[config.mk]
export PLATFORM = sky130hd
export DESIGN_NAME = sparc_id_ex_core
export DESIGN_NICKNAME = d
export VERILOG_FILES = /design/src/rtl/sparc_id_ex_pkg.sv /design/src/rtl/sparc_id_ex_core_alu.sv /design/src/rtl/sparc_id_ex_core.sv
export SDC_FILE = /design/constraint.sdc
export NUM_CORES = 1
export LEC_CHECK = 0
export ABC_AREA = 1
export CORE_MARGIN = 2
export CORE_UTILIZATION = 45
export DETAILED_ROUTE_END_ITERATION = 7
export GPL_ROUTABILITY_DRIVEN = 0
export PLACE_DENSITY = 0.66
export SYNTH_ARGS = -nofsm -noshare
export SYNTH_HDL_FRONTEND = slang
export SYNTH_HIERARCHICAL = 1
export SYNTH_SLANG_ARGS = --single-unit
export TNS_END_PERCENT = 30
[constraint.sdc]
create_clock -name Clk -period 6.05 [get_ports Clk]
set_input_delay 1.21 -clock Clk [delete_from_list [all_inputs] [get_ports Clk]]
set_output_delay 1.21 -clock Clk [all_outputs]
set_load 0.02 [all_outputs]
[src/rtl/sparc_id_ex_pkg.sv]
// Shared constants for the SPARC-subset ID/EX core: ALU opcodes, Bicc conditions,
// control-word bit positions and the branch-condition evaluator.
package sparc_id_ex_pkg;

   localparam logic [3:0] ALU_ADD   = 4'b0000;
   localparam logic [3:0] ALU_ADDX  = 4'b0001;
   localparam logic [3:0] ALU_SUB   = 4'b0010;
   localparam logic [3:0] ALU_SUBX  = 4'b0011;
   localparam logic [3:0] ALU_AND   = 4'b0100;
   localparam logic [3:0] ALU_OR    = 4'b0101;
   localparam logic [3:0] ALU_XOR   = 4'b0110;
   localparam logic [3:0] ALU_XNOR  = 4'b0111;
   localparam logic [3:0] ALU_ANDN  = 4'b1000;
   localparam logic [3:0] ALU_ORN   = 4'b1001;
   localparam logic [3:0] ALU_SLL   = 4'b1010;
   localparam logic [3:0] ALU_SRL   = 4'b1011;
   localparam logic [3:0] ALU_SRA   = 4'b1100;
   localparam logic [3:0] ALU_PASSA = 4'b1101;
   localparam logic [3:0] ALU_PASSB = 4'b1110;
   localparam logic [3:0] ALU_NOTB  = 4'b1111;

   typedef enum logic [3:0] {
      COND_N   = 4'b0000, COND_E   = 4'b0001, COND_LE  = 4'b0010, COND_L   = 4'b0011,
      COND_LEU = 4'b0100, COND_CS  = 4'b0101, COND_NEG = 4'b0110, COND_VS  = 4'b0111,
      COND_A   = 4'b1000, COND_NE  = 4'b1001, COND_G   = 4'b1010, COND_GE  = 4'b1011,
      COND_GU  = 4'b1100, COND_CC  = 4'b1101, COND_POS = 4'b1110, COND_VC  = 4'b1111
   } bicc_cond_e;

   localparam logic [1:0] SIZE_BYTE = 2'b00;
   localparam logic [1:0] SIZE_HALF = 2'b01;
   localparam logic [1:0] SIZE_WORD = 2'b10;

   localparam int CTRL_JMPL    = 15;
   localparam int CTRL_RW      = 14;
   localparam int CTRL_ALU_HI  = 13;
   localparam int CTRL_ALU_LO  = 10;
   localparam int CTRL_SE      = 9;
   localparam int CTRL_LOAD    = 8;
   localparam int CTRL_RF_EN   = 7;
   localparam int CTRL_SIZE_HI = 6;
   localparam int CTRL_SIZE_LO = 5;
   localparam int CTRL_MOD_CC  = 4;
   localparam int CTRL_CALL    = 3;
   localparam int CTRL_DM_EN   = 2;
   localparam int CTRL_B_INSTR = 1;
   localparam int CTRL_A       = 0;

   // The EX copy drops the two branch bits, so every index shifts down by two.
   localparam int EX_ALU_HI = CTRL_ALU_HI - 2;
   localparam int EX_ALU_LO = CTRL_ALU_LO - 2;
   localparam int EX_MOD_CC = CTRL_MOD_CC - 2;

   localparam logic [5:0] OP3_JMPL = 6'b111000;
   localparam logic [5:0] OP3_SLL  = 6'b100101;
   localparam logic [5:0] OP3_SRL  = 6'b100110;
   localparam logic [5:0] OP3_SRA  = 6'b100111;

   // cc is {N,Z,V,C}
   function automatic logic cond_true(input logic [3:0] cond, input logic [3:0] cc);
      logic n, z, v, c, res;
      n = cc[3];
      z = cc[2];
      v = cc[1];
      c = cc[0];
      case (cond)
         COND_N:   res = 1'b0;
         COND_E:   res = z;
         COND_LE:  res = z | (n ^ v);
         COND_L:   res = n ^ v;
         COND_LEU: res = c | z;
         COND_CS:  res = c;
         COND_NEG: res = n;
         COND_VS:  res = v;
         COND_A:   res = 1'b1;
         COND_NE:  res = ~z;
         COND_G:   res = ~(z | (n ^ v));
         COND_GE:  res = ~(n ^ v);
         COND_GU:  res = ~(c | z);
         COND_CC:  res = ~c;
         COND_POS: res = ~n;
         COND_VC:  res = ~v;
         default:  res = 1'b0;
      endcase
      return res;
   endfunction

endpackage

[src/rtl/sparc_id_ex_core_alu.sv]
// 32-bit combinational ALU for the EX stage; flags are {N,Z,V,C}, with C/V
// meaningful only for the add/sub family (C is borrow for subtraction).
module sparc_alu
   import sparc_id_ex_pkg::*;
(
   input  logic [3:0]  alu_op_i,
   input  logic [31:0] a_i,
   input  logic [31:0] b_i,
   input  logic        cin_i,
   output logic [31:0] result_o,
   output logic [3:0]  flags_o
);

   logic [32:0] wide_s;
   logic [31:0] res_s;
   logic        c_s;
   logic        v_s;

   // Operation select with carry/overflow for the arithmetic group
   always_comb begin
      wide_s = 33'd0;
      res_s  = 32'd0;
      c_s    = 1'b0;
      v_s    = 1'b0;
      case (alu_op_i)
         ALU_ADD, ALU_ADDX: begin
            wide_s = {1'b0, a_i} + {1'b0, b_i}
                   + {32'd0, (alu_op_i == ALU_ADDX) ? cin_i : 1'b0};
            res_s  = wide_s[31:0];
            c_s    = wide_s[32];
            v_s    = (a_i[31] == b_i[31]) && (res_s[31] != a_i[31]);
         end
         ALU_SUB, ALU_SUBX: begin
            wide_s = {1'b0, a_i} - {1'b0, b_i}
                   - {32'd0, (alu_op_i == ALU_SUBX) ? cin_i : 1'b0};
            res_s  = wide_s[31:0];
            c_s    = wide_s[32];
            v_s    = (a_i[31] != b_i[31]) && (res_s[31] != a_i[31]);
         end
         ALU_AND:   res_s = a_i & b_i;
         ALU_OR:    res_s = a_i | b_i;
         ALU_XOR:   res_s = a_i ^ b_i;
         ALU_XNOR:  res_s = ~(a_i ^ b_i);
         ALU_ANDN:  res_s = a_i & ~b_i;
         ALU_ORN:   res_s = a_i | ~b_i;
         ALU_SLL:   res_s = a_i << b_i[4:0];
         ALU_SRL:   res_s = a_i >> b_i[4:0];
         ALU_SRA:   res_s = $signed(a_i) >>> b_i[4:0];
         ALU_PASSA: res_s = a_i;
         ALU_PASSB: res_s = b_i;
         ALU_NOTB:  res_s = ~b_i;
         default:   res_s = 32'd0;
      endcase
   end

   assign result_o = res_s;
   assign flags_o  = {res_s[31], (res_s == 32'd0), v_s, c_s};

endmodule

[src/rtl/sparc_id_ex_core.sv]
// SPARC-subset decode/execute core: combinational ID decode and Bicc evaluation,
// an ID/EX register feeding the ALU, and the PSR condition-code register.
module sparc_id_ex_core
   import sparc_id_ex_pkg::*;
#(
   parameter int W = 32
) (
   input  logic         Clk,
   input  logic         R,
   input  logic [W-1:0] instr,
   input  logic         nop_s,
   input  logic [W-1:0] op_a,
   input  logic [W-1:0] op_b,
   output logic [15:0]  ctrl_id,
   output logic [13:0]  ex_ctrl,
   output logic [W-1:0] alu_out,
   output logic [3:0]   alu_flags,
   output logic [3:0]   psr_cc,
   output logic         psr_c,
   output logic         branch_taken
);

   logic [15:0]  ctrl_s;
   logic [5:0]   op3_s;
   logic [3:0]   arith_op_s;
   logic         arith_ok_s;
   logic [13:0]  ex_ctrl_d, ex_ctrl_q;
   logic [W-1:0] op_a_q, op_b_q;
   logic [3:0]   psr_d, psr_q;
   logic [3:0]   cc_s;
   logic         unused_s;

   assign op3_s    = instr[24:19];
   assign unused_s = ^instr[18:0];

   // Instruction decode into the 16-bit control word
   always_comb begin
      ctrl_s     = 16'd0;
      arith_op_s = ALU_ADD;
      arith_ok_s = 1'b1;
      case (instr[31:30])
         2'b00: begin
            case (instr[24:22])
               3'b010: begin
                  ctrl_s[CTRL_B_INSTR] = 1'b1;
                  ctrl_s[CTRL_A]       = instr[29];
               end
               3'b100: begin
                  ctrl_s[CTRL_ALU_HI:CTRL_ALU_LO] = ALU_PASSB;
                  ctrl_s[CTRL_RF_EN]              = 1'b1;
               end
               default: ctrl_s = 16'd0;
            endcase
         end
         2'b01: begin
            ctrl_s[CTRL_CALL]  = 1'b1;
            ctrl_s[CTRL_RF_EN] = 1'b1;
         end
         2'b10: begin
            if (op3_s == OP3_JMPL) begin
               ctrl_s[CTRL_JMPL]               = 1'b1;
               ctrl_s[CTRL_RF_EN]              = 1'b1;
               ctrl_s[CTRL_ALU_HI:CTRL_ALU_LO] = ALU_ADD;
            end else if (!op3_s[5]) begin
               // op3[4] selects the cc variant of each base operation
               case (op3_s[3:0])
                  4'b0000: arith_op_s = ALU_ADD;
                  4'b1000: arith_op_s = ALU_ADDX;
                  4'b0100: arith_op_s = ALU_SUB;
                  4'b1100: arith_op_s = ALU_SUBX;
                  4'b0001: arith_op_s = ALU_AND;
                  4'b0010: arith_op_s = ALU_OR;
                  4'b0011: arith_op_s = ALU_XOR;
                  4'b0111: arith_op_s = ALU_XNOR;
                  4'b0101: arith_op_s = ALU_ANDN;
                  4'b0110: arith_op_s = ALU_ORN;
                  default: arith_ok_s = 1'b0;
               endcase
               if (arith_ok_s) begin
                  ctrl_s[CTRL_ALU_HI:CTRL_ALU_LO] = arith_op_s;
                  ctrl_s[CTRL_RF_EN]              = 1'b1;
                  ctrl_s[CTRL_MOD_CC]             = op3_s[4];
               end else begin
                  ctrl_s = 16'd0;
               end
            end else begin
               case (op3_s)
                  OP3_SLL: begin
                     ctrl_s[CTRL_ALU_HI:CTRL_ALU_LO] = ALU_SLL;
                     ctrl_s[CTRL_RF_EN]              = 1'b1;
                  end
                  OP3_SRL: begin
                     ctrl_s[CTRL_ALU_HI:CTRL_ALU_LO] = ALU_SRL;
                     ctrl_s[CTRL_RF_EN]              = 1'b1;
                  end
                  OP3_SRA: begin
                     ctrl_s[CTRL_ALU_HI:CTRL_ALU_LO] = ALU_SRA;
                     ctrl_s[CTRL_RF_EN]              = 1'b1;
                  end
                  default: ctrl_s = 16'd0;
               endcase
            end
         end
         2'b11: begin
            case (op3_s)
               6'b000000: begin
                  ctrl_s[CTRL_LOAD]                 = 1'b1;
                  ctrl_s[CTRL_RF_EN]                = 1'b1;
                  ctrl_s[CTRL_DM_EN]                = 1'b1;
                  ctrl_s[CTRL_SIZE_HI:CTRL_SIZE_LO] = SIZE_WORD;
               end
               6'b000001, 6'b001001: begin
                  ctrl_s[CTRL_LOAD]                 = 1'b1;
                  ctrl_s[CTRL_RF_EN]                = 1'b1;
                  ctrl_s[CTRL_DM_EN]                = 1'b1;
                  ctrl_s[CTRL_SIZE_HI:CTRL_SIZE_LO] = SIZE_BYTE;
                  ctrl_s[CTRL_SE]                   = op3_s[3];
               end
               6'b000010, 6'b001010: begin
                  ctrl_s[CTRL_LOAD]                 = 1'b1;
                  ctrl_s[CTRL_RF_EN]                = 1'b1;
                  ctrl_s[CTRL_DM_EN]                = 1'b1;
                  ctrl_s[CTRL_SIZE_HI:CTRL_SIZE_LO] = SIZE_HALF;
                  ctrl_s[CTRL_SE]                   = op3_s[3];
               end
               6'b000100: begin
                  ctrl_s[CTRL_RW]                   = 1'b1;
                  ctrl_s[CTRL_DM_EN]                = 1'b1;
                  ctrl_s[CTRL_SIZE_HI:CTRL_SIZE_LO] = SIZE_WORD;
               end
               6'b000101: begin
                  ctrl_s[CTRL_RW]                   = 1'b1;
                  ctrl_s[CTRL_DM_EN]                = 1'b1;
                  ctrl_s[CTRL_SIZE_HI:CTRL_SIZE_LO] = SIZE_BYTE;
               end
               6'b000110: begin
                  ctrl_s[CTRL_RW]                   = 1'b1;
                  ctrl_s[CTRL_DM_EN]                = 1'b1;
                  ctrl_s[CTRL_SIZE_HI:CTRL_SIZE_LO] = SIZE_HALF;
               end
               default: ctrl_s = 16'd0;
            endcase
         end
         default: ctrl_s = 16'd0;
      endcase
   end

   assign ex_ctrl_d = ctrl_s[15:2] & ~{14{nop_s}};

   // PSR only follows the ALU when the instruction now in EX sets condition codes
   always_comb begin
      if (ex_ctrl_q[EX_MOD_CC]) begin
         psr_d = alu_flags;
      end else begin
         psr_d = psr_q;
      end
   end

   // ID/EX pipeline register and PSR
   always_ff @(posedge Clk or negedge R) begin
      if (!R) begin
         ex_ctrl_q <= 14'd0;
         op_a_q    <= '0;
         op_b_q    <= '0;
         psr_q     <= 4'b0000;
      end else begin
         ex_ctrl_q <= ex_ctrl_d;
         op_a_q    <= op_a;
         op_b_q    <= op_b;
         psr_q     <= psr_d;
      end
   end

   sparc_alu u_alu (
      .alu_op_i (ex_ctrl_q[EX_ALU_HI:EX_ALU_LO]),
      .a_i      (op_a_q),
      .b_i      (op_b_q),
      .cin_i    (psr_q[0]),
      .result_o (alu_out),
      .flags_o  (alu_flags)
   );

   // A cc-setting instruction in EX forwards its flags to the branch in ID
   assign cc_s         = ex_ctrl_q[EX_MOD_CC] ? alu_flags : psr_q;
   assign branch_taken = ctrl_s[CTRL_B_INSTR] & cond_true(instr[28:25], cc_s);

   assign ctrl_id = ctrl_s;
   assign ex_ctrl = ex_ctrl_q;
   assign psr_cc  = psr_q;
   assign psr_c   = psr_q[0];

endmodule

==> results.yml, run 1 <==
status:
  outcome: "finished with violations"
  violations: "DRC"
sta:
  grt_setup_unrepaired: "true"
  hold_viol_final: 0
  setup_slack_ns: 0.0495
  layout_worst_path_cycle_share_pct: 99.2
  finalSetupViolCount: 0
  post-route-min-period_ns: 6.00
  max_slew_margin_pct: 29.8
  worst_pin_slew_ns: 1.05
  fmaxAchievable_mhz: 167
  skew_ns: 0.0114
  report.final.slew_viol_count: 0
cells_and_area:
  final_layout_size_suffix_gt1_share_pct: 7.53
  diodes: 0
  final_util_pct: 55.7
  syn_to_final_growth_pct: 21.4
  finalNetCount: 3171
job:
  cap_violations: 0
route:
  firstDrtPassIters: 8
  postRouteAntennaNets: 0
  dr.first_iter.drc_count: 3263
  drt-total-wl_um: 66700
  avgViaCountPerCell: 5.87
  dr_wl_met2_um: 27100
  wl_per_cell_um: 19.8
  drc: 12
  wl_met1_um: 25100
  wl_met3_um: 10200
  vias: 19800
  routed.top_layer: "met4"
logic_synthesis:
  synth.distinct_cells: 44
  syn_area_per_cell_um2: 5.25
  synth_area_mm2: 0.0146
  yosysWarningCount: 6
  ys_seq_elements: 82
  synth_nets: 2976
  yosysSeqAreaShare_pct: 14.1
  netlist_instances: 2775
critical_path:
  worstPathArrival_ns: 4.79
  path_delay_family: "simple AND/OR/NAND/NOR gates"
  crit_path_start: "ex_ctrl[11]"
  worst_path_most_repeated_cell: "nand2_1"
  crit_required_ns: 4.84
  crit_buf_inv: 4
  max_stage_delay_ns: 0.47
  cp-end-kind: "primary output"
  start_kind: "register"
  r2r-start: "ex_ctrl[11]"
  crit_fanout: 4
  slowest_stage: "fa_1"
  worst-setup-path-type: "reg -> out"
hold_path:
  holdCritPathClass: "reg -> reg"
  hp-start: "psr_cc[1]"
power:
  vdd_drop_max_v: 0.000128
  p_leak_nw: 9.52
  powerDensity_mw_per_mm2: 159
die:
  initial_core_util_pct: 45.9
  boundaryPins: 171
  core_area_mm2: 0.0317
  die_h_um: 184
  die_area_mm2: 0.0338
  die_w_um: 184
  fp-row-count: 65
global_routing:
  grt_max_degree: 71
  grt_pass1_wl_um: 99900
  grt-ovfl-total: 0
  antenna_found_initial: 1
  grt_usage_pct: 38.8
  grt_pass1_vias: 17800
placed_design:
  dp_worst_setup_slack_ns: -0.475
  portBuffers: 151
  hpwl_um: 53500
clock_network:
  clockBufferDepth: 2
  clkTransAtPathRegs_ns: 0.07
  cts_buffers: 9
  cts.sink_count: 82
  htree_levels: 3
  cts_tree: "yes"
  clockRootBuffer: "clkbuf_16"
  holdBufCountCts: 0
  clk_latency_ns: 0.37
placed cells by master (no fill, tap or decap), types with 6 or more instances in the layout:
| cell | count |
|---|---|
| inv_2 | 8 |
| nand2_4 | 9 |
| dfrtp_1 | 79 |
| o21ai_0 | 98 |
| nand3b_1 | 17 |
| nand4_1 | 49 |
| nand3_1 | 465 |
| a21oi_1 | 87 |
| nand2_2 | 15 |
| xor2_1 | 11 |
| nor3_1 | 24 |
| nand2_1 | 936 |
| nor2_1 | 296 |
| nor2_2 | 10 |
| o211ai_1 | 10 |
| o21ai_1 | 9 |
| inv_1 | 378 |
| clkdlybuf4s50_1 | 149 |
| nor4_1 | 6 |
| clkbuf_16 | 9 |
| nand3_2 | 16 |
| ha_1 | 97 |
| and2_1 | 9 |
| o21bai_1 | 12 |
| buf_4 | 125 |
sequential cells by signal, indices dropped and copies added, names as in the netlist:
name and flops:
psr_cc 4, op_b_q 32, op_a_q 32, ex_ctrl 14
area by class of cell:
type	count	area, um^2
inverters	387	1450
clock inverters	7	101
well taps	402	503
fillers	3356	14000
flip-flops and latches	82	2060
multi-input cells	2212	10800
clock buffers	9	225
repair buffers	278	2490
worst register-to-register path, delay by kind of cell (launching register included):
kind | cells | cell delay, ns
buf+inv | 6 | 0.48
compound gates | 1 | 0.11
simple gates | 21 | 2.08
fa+ha+maj | 3 | 1.01
flops | 1 | 0.41
path summary, 6_finish.rpt:
| path | to | depth (start not counted) | slack, ns |
|---|---|---|---|
| setup / recovery | branch_taken | 36 | 0.05 |
| hold / removal | psr_cc[1] | 2 | 0.60 |
| setup reg to reg | psr_cc[2] | 31 | 1.92 |
| hold reg to reg | psr_cc[1] | 2 | 0.60 |
| max in group asynchronous | op_b_q[3] | 2 | 4.22 |
| min in group asynchronous | ex_ctrl[7] | 1 | 0.79 |
metal layers:
| metal | vias to the layer above | GRT usage (%) |
|---|---|---|
| li1 | 9248 | - |
| met1 | 8848 | 51.4 |
| met2 | 1441 | 56.8 |
| met3 | 277 | 11.2 |
| met4 | 0 | 20.4 |
| met5 | - | 0 |
logic make-up (layout without fill, tap and decap cells):
kind of cell	after synthesis	in the layout	share of synthesized area, %
buffers and inverters	481	681	13.0
adders and majority gates	102	102	8.97
and+or+nand+nor	1865	1865	54.6
DFF	82	82	14.1
AOI/OAI and AO/OA	231	231	8.54
xor gates and xnor gates	14	14	0.842
repair_timing:
action,CTS,global route
endpoints found under the setup margin,3,2
pin swaps,11,34
setup buffers,3,8
resized for setup,19,46
through the flow:
stage          std cells  TNS, ns  area [um^2]  hold slack [ns]  total power [W]
4_1_cts             3369        0        17400            0.602          0.00273
2_1_floorplan       2775        0        14600            0.636          0.00152
6_report            3377        0        17700            0.599          0.00281
5_1_grt             3377   -0.184        17700            0.631          0.00298
3_5_place_dp        3350   -0.475        17000            0.590          0.00210
3_3_place_gp        3350   -0.330        17000            0.575          0.00208
synthesized netlist by cell type (all sizes together):
library cell | number | share of area, %
nand2 | 960 | 25
nand3 | 484 | 17
inv | 386 | 9.9
nor2 | 309 | 8.1
o21ai | 110 | 3.8
ha | 98 | 8.4
a21oi | 89 | 3.1
dfrtp | 82 | 14
buf | 54 | 2.0
nand4 | 49 | 2.1
clkbuf | 40 | 1.0
nor3 | 24 | 0.82
nand3b | 17 | 0.88
o21bai | 12 | 0.62
xor2 | 11 | 0.66
o211ai | 10 | 0.52
and2 | 9 | 0.39
nor4 | 7 | 0.34
fa | 4 | 0.55
and3 | 3 | 0.13
xnor2 | 3 | 0.18
a21boi | 2 | 0.10
a31oi | 2 | 0.086
o21a | 2 | 0.10
o31ai | 2 | 0.10
or2 | 2 | 0.086
a211oi | 1 | 0.052
clkinv | 1 | 0.026
nor3b | 1 | 0.052
o22ai | 1 | 0.043
where the power goes:
group	internal (W)	total [W]	switching (W)
sequential	0.000576	0.000621	0.0000448
combinational	0.000577	0.00158	0.000999
clock	0.000366	0.000612	0.000247
Note: power is estimated with default switching activity, not from simulation.
==> run 2: changes to the inputs <==
CAP_MARGIN = 40   (was not set)
SKIP_CTS_REPAIR_TIMING = 1   (was not set)
==> run 2 against run 1 <==
Core utilization is 0.20 points lower; the run ends with DRC, setup timing left; combinational power about the same; highest routed layer unchanged; non-clock buffer count down 3; critical path type unchanged; final cell count is essentially flat.
==> results.yml, run 2 (synthesis gave the netlist of run 1 again) <==
status:
  outcome: "finished with violations"
  violations: "DRC, setup timing"
sta:
  post-route-min-period_ns: 6.11
  skew_ns: 0.00842
  hold_viol_final: 0
  grt_setup_unrepaired: "true"
  finalSetupViolCount: 1
  worst_pin_slew_ns: 1.06
  layout_worst_path_cycle_share_pct: 101
  report.final.slew_viol_count: 0
  setup_slack_ns: -0.0577
  max_slew_margin_pct: 28.9
  fmaxAchievable_mhz: 164
power:
  p_leak_nw: 9.48
  powerDensity_mw_per_mm2: 158
  vdd_drop_max_v: 0.000127
placed_design:
  hpwl_um: 53500
  numPlacedInstances: 3350
  portBuffers: 151
  place_area_mm2: 0.0170
die:
  boundaryPins: 171
  die_w_um: 184
  die_h_um: 184
  die_area_mm2: 0.0338
  core_area_mm2: 0.0317
  initial_core_util_pct: 45.9
  fp-row-count: 65
cells_and_area:
  layout_commonest_cell: "nand2_1"
  syn_to_final_growth_pct: 20.9
  fin_area_mm2: 0.0176
  finalNetCount: 3168
  final_cell_mix: "nand2_1, nand3_1, inv_1"
  final_cell_count_no_fill: 3376
  final_layout_size_suffix_gt1_share_pct: 7.20
clock_network:
  cts_buffers: 9
  clk_latency_ns: 0.36
  htree_levels: 3
  clockRootBuffer: "clkbuf_16"
  clkTransAtPathRegs_ns: 0.07
  cts.sink_count: 82
  cts_tree: "yes"
  clockBufferDepth: 2
job:
  cap_violations: 0
route:
  vias: 19800
  avgViaCountPerCell: 5.88
  wl_per_cell_um: 19.7
  drc: 1
  dr.first_iter.drc_count: 3238
  firstDrtPassIters: 8
  drt-total-wl_um: 66600
  postRouteAntennaNets: 0
critical_path:
  start_kind: "register"
  crit_fanout: 4
  cp-end-kind: "primary output"
  worstPathArrival_ns: 4.90
  worst-setup-path-type: "reg -> out"
  slowest_stage: "fa_1"
  max_stage_delay_ns: 0.50
  crit_required_ns: 4.84
  worst_path_most_repeated_cell: "nor2_1"
global_routing:
  grt_max_degree: 71
  grt_pass1_wl_um: 99600
  grt_usage_pct: 38.7
  grt-ovfl-total: 0
  antenna_found_initial: 1
  grt_pass1_vias: 17700
hold_path:
  holdCritPathClass: "reg -> reg"
-- run 2: cell types whose count changed in the layout (fill, tap and decap cells not counted), moves of 2 or more --
cell	before	now
buf_4	125	122
diode_2	0	2
nand2_2	15	17
nand2_4	9	6
nand3_1	465	470
nand3_2	16	11
-- run 2: cell type report --
| class | count | area, um^2 |
|---|---|---|
| diodes | 2 | 5.00 |
| clock buffers | 9 | 225 |
| clock inverters | 7 | 101 |
| fillers | 3356 | 14100 |
| inverters | 387 | 1450 |
| multi-input cells | 2212 | 10800 |
| flip-flops and latches | 82 | 2060 |
| well taps | 402 | 503 |
| repair buffers | 275 | 2470 |
-- run 2: routing by layer --
layer / track usage (%) / routed length, um
met3: 11.6 / 10300
met4: 20.4 / 4150
met1: 51.1 / 25100
met2: 56.6 / 27000
met5: 0 / 0
-- run 2: worst max-delay path, delay by kind of cell (launching register included) --
kind	cells	cell delay, ns
AOI/OAI and AO/OA	1	0.10
adders and majority gates	3	1.02
buffers and inverters	5	0.41
and+or+nand+nor	28	2.62
DFF	1	0.38
-- run 2: metrics by stage --
| step | total power (W) | utilization (%) | worst slack (ns) | setup TNS (ns) | hold slack, ns |
|---|---|---|---|---|---|
| floorplan | 0.00152 | - | 0.199 | 0 | 0.636 |
| global placement | 0.00208 | 53.7 | -0.330 | -0.330 | 0.575 |
| detailed placement | 0.00210 | 53.7 | -0.475 | -0.475 | 0.590 |
| CTS | 0.00272 | 54.8 | -0.892 | -1.26 | 0.602 |
| global route | 0.00297 | 55.5 | -0.239 | -0.298 | 0.631 |
| finish | 0.00279 | 55.5 | -0.0577 | -0.0577 | 0.599 |
-- run 2: path summary, 6_finish.rpt --
| path | startpoint | to | slack, ns | depth (start not counted) |
|---|---|---|---|---|
| worst min register to register | psr_cc[1] | psr_cc[1] | 0.60 | 2 |
| worst max-delay path | ex_ctrl[10] | branch_taken | -0.06 | 37 |
| min in group asynchronous | R | ex_ctrl[5] | 0.79 | 1 |
| worst min-delay path | psr_cc[1] | psr_cc[1] | 0.60 | 2 |
| max in group asynchronous | R | op_b_q[3] | 4.23 | 2 |
| worst max register to register | ex_ctrl[10] | psr_cc[2] | 1.88 | 31 |
-- run 2: power breakdown --
part / total [W] / switching (W) / leakage [nW] / internal [W]
Clock: 0.000609 / 0.000243 / 0.158 / 0.000366
Combinational: 0.00156 / 0.000990 / 8.33 / 0.000571
Sequential: 0.000621 / 0.0000445 / 0.990 / 0.000576
